<file path="config.mk">
export PLATFORM = sky130hd
export DESIGN_NAME = seq_mag_comparator
export DESIGN_NICKNAME = d
export VERILOG_FILES = /design/src/rtl/cmp_pkg.sv /design/src/rtl/digit_comparator.sv /design/src/rtl/seq_mag_comparator.sv
export SDC_FILE = /design/constraint.sdc
export NUM_CORES = 1
export LEC_CHECK = 0
export ABC_AREA = 1
export CORE_MARGIN = 2
export CORE_UTILIZATION = 45
export DETAILED_ROUTE_END_ITERATION = 7
export PLACE_DENSITY = 0.72
export SLEW_MARGIN = 20
export SYNTH_ARGS = -nofsm -noshare
export SYNTH_HDL_FRONTEND = slang
export SYNTH_HIERARCHICAL = 1
export SYNTH_SLANG_ARGS = --single-unit
</file>
<file path="constraint.sdc">
create_clock -name clk -period 5.7 [get_ports clk]
set_input_delay 1.14 -clock clk [delete_from_list [all_inputs] [get_ports clk]]
set_output_delay 1.14 -clock clk [all_outputs]
set_load 0.03 [all_outputs]
</file>
<file path="src/rtl/cmp_pkg.sv">
// Shared types and helpers for the digit-serial magnitude comparator.
// Contents:
//   cmp_state_t     - controller states (IDLE, RUN)
//   cmp_result_t    - encoded compare outcome
//   cmp_flags_t     - one-hot {lt, eq, gt} flag bundle used for cascade and result
//   resolve_cascade - priority resolution of the cascade inputs (eq > gt > lt, none -> eq)
//   result_to_flags - expand an encoded result into one-hot flags
package cmp_pkg;

  typedef enum logic {
    IDLE,
    RUN
  } cmp_state_t;

  typedef enum logic [1:0] {
    CMP_NONE,
    CMP_LT,
    CMP_EQ,
    CMP_GT
  } cmp_result_t;

  typedef struct packed {
    logic lt;
    logic eq;
    logic gt;
  } cmp_flags_t;

  // Outcome when every digit matched: defer to the less-significant stage.
  function automatic cmp_result_t resolve_cascade(input cmp_flags_t cas);
    cmp_result_t res;
    if (cas.eq) begin
      res = CMP_EQ;
    end else if (cas.gt) begin
      res = CMP_GT;
    end else if (cas.lt) begin
      res = CMP_LT;
    end else begin
      res = CMP_EQ;
    end
    return res;
  endfunction

  function automatic cmp_flags_t result_to_flags(input cmp_result_t res);
    cmp_flags_t flags;
    flags = '0;
    case (res)
      CMP_LT:  flags.lt = 1'b1;
      CMP_EQ:  flags.eq = 1'b1;
      CMP_GT:  flags.gt = 1'b1;
      default: flags = '0;
    endcase
    return flags;
  endfunction

endpackage

</file>
<file path="src/rtl/digit_comparator.sv">
// Combinational unsigned compare of one DIGIT-bit digit pair.
// Ports:
//   a_i, b_i   - digits to compare
//   lt_o       - a_i <  b_i
//   eq_o       - a_i == b_i
//   gt_o       - a_i >  b_i
module digit_comparator #(
  parameter int unsigned DIGIT = 4
) (
  input  logic [DIGIT-1:0] a_i,
  input  logic [DIGIT-1:0] b_i,
  output logic             lt_o,
  output logic             eq_o,
  output logic             gt_o
);

  assign lt_o = (a_i <  b_i);
  assign eq_o = (a_i == b_i);
  assign gt_o = (a_i >  b_i);

endmodule

</file>
<file path="src/rtl/seq_mag_comparator.sv">
// Digit-serial magnitude comparator, MSB-first, DIGIT bits per cycle, with
// early exit on the first differing digit and cascade inputs for chaining.
// Ports:
//   clk, rst               - clock, synchronous active-high reset
//   start                  - compare request, accepted only while idle
//   a, b                   - operands, captured on accept
//   signed_mode            - 1 = two's-complement compare, captured on accept
//   lt_in, eq_in, gt_in    - cascade from less-significant stage, captured on accept
//   busy                   - compare in progress
//   done                   - one-cycle pulse when the result becomes valid
//   lt_out, eq_out, gt_out - one-hot result, held until the next accept
module seq_mag_comparator
  import cmp_pkg::*;
#(
  parameter int unsigned WIDTH = 32,
  parameter int unsigned DIGIT = 4
) (
  input  logic             clk,
  input  logic             rst,
  input  logic             start,
  input  logic [WIDTH-1:0] a,
  input  logic [WIDTH-1:0] b,
  input  logic             signed_mode,
  input  logic             lt_in,
  input  logic             eq_in,
  input  logic             gt_in,
  output logic             busy,
  output logic             done,
  output logic             lt_out,
  output logic             eq_out,
  output logic             gt_out
);

  localparam int unsigned N        = WIDTH / DIGIT;
  localparam int unsigned IDX_W    = (N > 1) ? $clog2(N) : 1;
  localparam logic [IDX_W-1:0] LAST_IDX = IDX_W'(N - 1);

  cmp_state_t       state_q;
  logic [WIDTH-1:0] a_q;
  logic [WIDTH-1:0] b_q;
  logic             signed_q;
  cmp_flags_t       cas_q;
  logic [IDX_W-1:0] idx_q;
  logic             busy_q;
  logic             done_q;
  cmp_flags_t       res_q;

  logic [DIGIT-1:0] dig_a_c;
  logic [DIGIT-1:0] dig_b_c;
  logic             dig_lt_c;
  logic             dig_eq_c;
  logic             dig_gt_c;
  cmp_flags_t       cas_flags_c;

  // Current digit sits at the top of the shift registers. Flipping the sign
  // bit of the leading digit turns a two's-complement compare into unsigned.
  always_comb begin
    dig_a_c = a_q[WIDTH-1 -: DIGIT];
    dig_b_c = b_q[WIDTH-1 -: DIGIT];
    if (signed_q && (idx_q == '0)) begin
      dig_a_c[DIGIT-1] = ~dig_a_c[DIGIT-1];
      dig_b_c[DIGIT-1] = ~dig_b_c[DIGIT-1];
    end
  end

  digit_comparator #(
    .DIGIT (DIGIT)
  ) u_digit_cmp (
    .a_i  (dig_a_c),
    .b_i  (dig_b_c),
    .lt_o (dig_lt_c),
    .eq_o (dig_eq_c),
    .gt_o (dig_gt_c)
  );

  assign cas_flags_c = result_to_flags(resolve_cascade(cas_q));

  // Controller: accept, walk digits MSB-first, exit at first difference.
  always_ff @(posedge clk) begin
    if (rst) begin
      state_q  <= IDLE;
      a_q      <= '0;
      b_q      <= '0;
      signed_q <= 1'b0;
      cas_q    <= '0;
      idx_q    <= '0;
      busy_q   <= 1'b0;
      done_q   <= 1'b0;
      res_q    <= '0;
    end else begin
      done_q <= 1'b0;
      case (state_q)
        IDLE: begin
          if (start) begin
            a_q      <= a;
            b_q      <= b;
            signed_q <= signed_mode;
            cas_q    <= '{lt: lt_in, eq: eq_in, gt: gt_in};
            idx_q    <= '0;
            res_q    <= '0;
            busy_q   <= 1'b1;
            state_q  <= RUN;
          end
        end
        RUN: begin
          if (!dig_eq_c) begin
            res_q   <= '{lt: dig_lt_c, eq: 1'b0, gt: dig_gt_c};
            done_q  <= 1'b1;
            busy_q  <= 1'b0;
            state_q <= IDLE;
          end else if (idx_q == LAST_IDX) begin
            res_q   <= cas_flags_c;
            done_q  <= 1'b1;
            busy_q  <= 1'b0;
            state_q <= IDLE;
          end else begin
            idx_q <= idx_q + IDX_W'(1);
            a_q   <= a_q << DIGIT;
            b_q   <= b_q << DIGIT;
          end
        end
        default: begin
          state_q <= IDLE;
          busy_q  <= 1'b0;
        end
      endcase
    end
  end

  assign busy   = busy_q;
  assign done   = done_q;
  assign lt_out = res_q.lt;
  assign eq_out = res_q.eq;
  assign gt_out = res_q.gt;

endmodule

</file>
==> impl_summary.log <==
INFO  metric crit_chain = inv_1 -> ha_1 -> nand3b_1 -> xnor2_1 -> inv_1 -> ha_1 -> nand2_1 -> nor2_1 -> nand3_1 -> nand2_2 -> nand3_1 -> a21oi_1
INFO  metric whs_endpoint = b_q[3]$_SDFFE_PP0P_
INFO  metric hp-start = b_q[3]$_SDFFE_PP0P_
INFO  metric worst-setup-path-type = reg2reg
INFO  metric port_buffers = 75
INFO  metric tritoncts = done
INFO  metric clock-skew-final = 0.00881 ns
INFO  metric synth.area.top_cells = sky130_fd_sc_hd__dfxtp_1, sky130_fd_sc_hd__nand2_1, sky130_fd_sc_hd__nor2_1, sky130_fd_sc_hd__o21ai_0, sky130_fd_sc_hd__a21oi_1
INFO  metric drive_above_1_share = 0.0418
INFO  metric endpoints_failing_setup = 0
INFO  metric reg2reg_setup_slack = 2.62 ns
INFO  metric p_clk_frac = 0.302
INFO  metric worst_path_largest_cell_delay = 0.80 ns
INFO  metric route.detailed.drc = 0
INFO  metric worst-path-max-fanout = 65
INFO  metric layout.cells.most_common_list = sky130_fd_sc_hd__nand2_1, sky130_fd_sc_hd__nor2_1, sky130_fd_sc_hd__dfxtp_1
INFO  metric synth_top_family_by_area = simple AND/OR/NAND/NOR gates
INFO  metric synth.distinct_cells = 25
INFO  metric synth_xor_area_frac = 0.00475
INFO  metric rows = 33
INFO  metric max_clock_freq = approximately 0.33 GHz
INFO  metric first_global_vias = ~3200
INFO  metric yosys_top_cell_by_area = sky130_fd_sc_hd__dfxtp_1
INFO  metric yosys_warnings = 6
INFO  metric numPlacedInstances = 711
INFO  metric r2r_cells = 12
INFO  metric antenna_cells = 0
INFO  metric status = finished, final reports clean
INFO  metric crit_path_top_delay_cell = sky130_fd_sc_hd__nand2_2
INFO  metric wl_per_cell = 11.7 um
INFO  metric final_area = approximately 4600 sq um
INFO  metric place.detailed.hpwl = 5430 um
INFO  metric cellLeakagePower = 0.00211 uW
INFO  metric finalWeightedCongestion = 0.825
INFO  metric initial_core_utilization = 0.455
INFO  metric post_cts_hold_buffer_count = 0
INFO  metric die_width = 94.5 um
INFO  metric pwr-share-comb = 0.228
INFO  metric timing.hold.worst.class = reg2reg
INFO  metric final-max-slew-violation-count = 0
INFO  metric initial_drt_pass_iterations = 5
INFO  metric synth_area_per_cell = 6.53 sq um
INFO  metric layout.cells.most_common = sky130_fd_sc_hd__nand2_1
INFO  metric num_vias = 3525
INFO  metric power.share.switching = 0.308
INFO  metric fp.coreArea = 8090 sq um
INFO  metric postRouteAntennaNets = 0
INFO  metric final.setup.tns = 0 ns
INFO  metric r2r-end = a_q[3]$_SDFFE_PP0P_
INFO  metric max_cap_viol_count = 0
INFO  metric globalRouteMet1Util = 0.261
INFO  metric area_post_placement = around 4400 sq um
INFO  metric cts_resized = 0
INFO  metric final_instance_count_without_filler_cells = 727
INFO  metric muxShareOfSynthArea = 0
INFO  metric gr-max-usage-layer = met2
INFO  metric netlist_instances = roughly 560
INFO  metric largest_net_degree_at_the_start_of_global_routing = about 70
INFO  metric synth-adder-area-share = 0.0272
INFO  metric synth-seq-cells = 77
INFO  metric boundary_pins = 76
INFO  metric hold_violations = 0
INFO  metric total_switching_power = 411 uW
INFO  metric yosys.area.top_type_share = 0.418
INFO  metric cts_num_sinks = 77
INFO  metric critical_path_required = about 6 ns
INFO  metric clk-insertion-delay-late = 0.35 ns
INFO  metric post_cts_buffers = 0
INFO  metric p_int = a little over 900 uW
INFO  metric final_critical_path_time_including_i_o_delays_and_setup = 3.08 ns
INFO  metric grt_util_all_layers = 0.196
INFO  metric reg2reg_from = idx_q[0]$_SDFFE_PP0P_
INFO  metric finalWorstSetupSlack = about 2.6 ns
INFO  metric first_pass_grt_wire_length = 14100 um
INFO  metric timing.max_slew.rel_slack = 0.296
INFO  metric die_area = 8930 sq um
INFO  metric met2_usage = 0.316
INFO  metric yosys.area_share.simple = 0.356
INFO  metric worst-endpoint-arrival = between 3 and 4 ns
INFO  metric finish.net_count = 696
INFO  metric finalWirelength = 8500 um
INFO  metric tritoncts_buffer_count = 9
INFO  metric max-vdd-ir-drop = 0.126 mV
INFO  metric synth-seq-area-share = 0.418
INFO  metric cts.path.max_buffers = 2
INFO  metric final.period_utilization = 0.540
INFO  metric htree_levels = 3
INFO  metric number_of_antenna_violations_at_the_first_check_in_global_routing = 0
INFO  metric timing_worst_slew_pin_value = about 1.1 ns
INFO  metric postSynthNetCount = 643
INFO  metric critical_path.startpoint_type = register
INFO  metric endpoint_type_of_the_worst_setup_path = register
INFO  metric worstHoldPathCells = 2
INFO  metric synth_compound_area_frac = 0.115
INFO  metric globalRouteOverflowTotal = 0
INFO  metric detail_route.iter0.violations = 170
INFO  metric place_worst_setup_slack = 2.36 ns
INFO  metric grt_setup_unrepaired = false
INFO  metric seq_power_share = 0.470
INFO  metric vias_per_cell = 4.85
INFO  metric global_routing_usage_on_met3 = 0.0351
INFO  metric dieHeight = 94.5 um
INFO  metric syn-cell-area = 3680 sq um
INFO  metric power_density = ~300 nW/um^2
INFO  metric area_delta_synth_final = 23.9%
INFO  metric clk_root_buffer_cell = sky130_fd_sc_hd__clkbuf_8
INFO  metric clk_pin_slew_worst_paths = 0.08 ns
power groups by stage:
stage / Combinational, uW / Sequential (uW) / Clock [uW]
floorplan: 215 / 638 / 0
global placement: 300 / 638 / 0
detailed placement: 305 / 639 / 0
CTS: 308 / 628 / 412
global route: 347 / 635 / 433
finish: 305 / 628 / 404
cell usage after synthesis:
cell	n
sky130_fd_sc_hd__nand2_8	1
sky130_fd_sc_hd__a21oi_1	21
sky130_fd_sc_hd__inv_1	16
sky130_fd_sc_hd__clkbuf_2	1
sky130_fd_sc_hd__dfxtp_1	77
sky130_fd_sc_hd__xnor2_1	2
sky130_fd_sc_hd__inv_2	2
sky130_fd_sc_hd__nand2_2	1
sky130_fd_sc_hd__and2_1	1
sky130_fd_sc_hd__nor2_2	1
sky130_fd_sc_hd__o21ai_1	16
sky130_fd_sc_hd__nand3b_1	1
sky130_fd_sc_hd__nand2_1	199
sky130_fd_sc_hd__buf_6	6
sky130_fd_sc_hd__buf_1	1
sky130_fd_sc_hd__nor3_1	1
sky130_fd_sc_hd__ha_1	8
sky130_fd_sc_hd__buf_4	5
sky130_fd_sc_hd__o21ai_0	48
sky130_fd_sc_hd__nor2_1	123
sky130_fd_sc_hd__nor2_4	1
sky130_fd_sc_hd__clkbuf_1	11
sky130_fd_sc_hd__buf_2	12
sky130_fd_sc_hd__nand3_1	8
sky130_fd_sc_hd__inv_4	1
area by class of cell:
| cell class | count | area (sq um) |
|---|---|---|
| clock buffers | 10 | 128 |
| clock inverters | 6 | 63.8 |
| fillers | 817 | 3530 |
| inverters | 19 | 73.8 |
| multi-input cells | 432 | 1850 |
| flip-flops and latches | 77 | 1540 |
| well taps | 105 | 131 |
| repair buffers | 78 | 773 |
state kept, by name, summed over array words and instances, names as in the netlist:
signal / count
a_q: 32
signed_q: 1
done: 1
idx_q: 3
b_q: 32
lt_out: 1
cas_q: 3
busy: 1
state_q: 1
eq_out: 1
gt_out: 1
metrics by stage:
stage          utilization  total power, uW  hold WS (ns)
2_1_floorplan            -              854         0.444
3_3_place_gp         0.541              938         0.452
5_1_grt              0.564             1420         0.484
6_report             0.564             1340         0.469
4_1_cts              0.564             1350         0.470
3_5_place_dp         0.541              944         0.456
cells by family after synthesis:
logic type | after synthesis
and+or+nand+nor | 337
AOI/OAI and AO/OA | 85
DFF | 77
buffers and inverters | 55
adders and majority gates | 8
xor gates and xnor gates | 2
layer usage:
metal	part of all wire	wire (um)
met1	0.47	3960
met2	0.46	3910
met3	0.059	505
met4	0.014	119
met5	0	0
critical path, delay by kind of cell (launching register included):
family | cells | cell delay [ns]
AO/OA/AOI/OAI | 1 | 0.17
buffers and inverters | 2 | 0.13
flip-flops | 1 | 0.38
XOR/XNOR | 1 | 0.14
adder cells (fa/ha/maj) | 2 | 0.48
AND/OR/NAND/NOR | 6 | 1.69
worst max path at each step:
stage | start | endpoint | slack [ns] | cells after the start
final | idx_q[0]$_SDFFE_PP0P_ | a_q[3]$_SDFFE_PP0P_ | 2.62 | 12
after global routing | idx_q[0]$_SDFFE_PP0P_ | a_q[18]$_SDFFE_PP0P_ | 2.29 | 12
after CTS | idx_q[0]$_SDFFE_PP0P_ | a_q[1]$_SDFFE_PP0P_ | 2.63 | 14
after detailed placement | rst | cas_q[1]$_SDFFE_PP0P_ | 2.36 | 5
after global placement | rst | idx_q[0]$_SDFFE_PP0P_ | 2.40 | 5
after floorplan | idx_q[0]$_SDFFE_PP0P_ | a_q[10]$_SDFFE_PP0P_ | 3.42 | 15
Power figures use the tool's default switching activity.
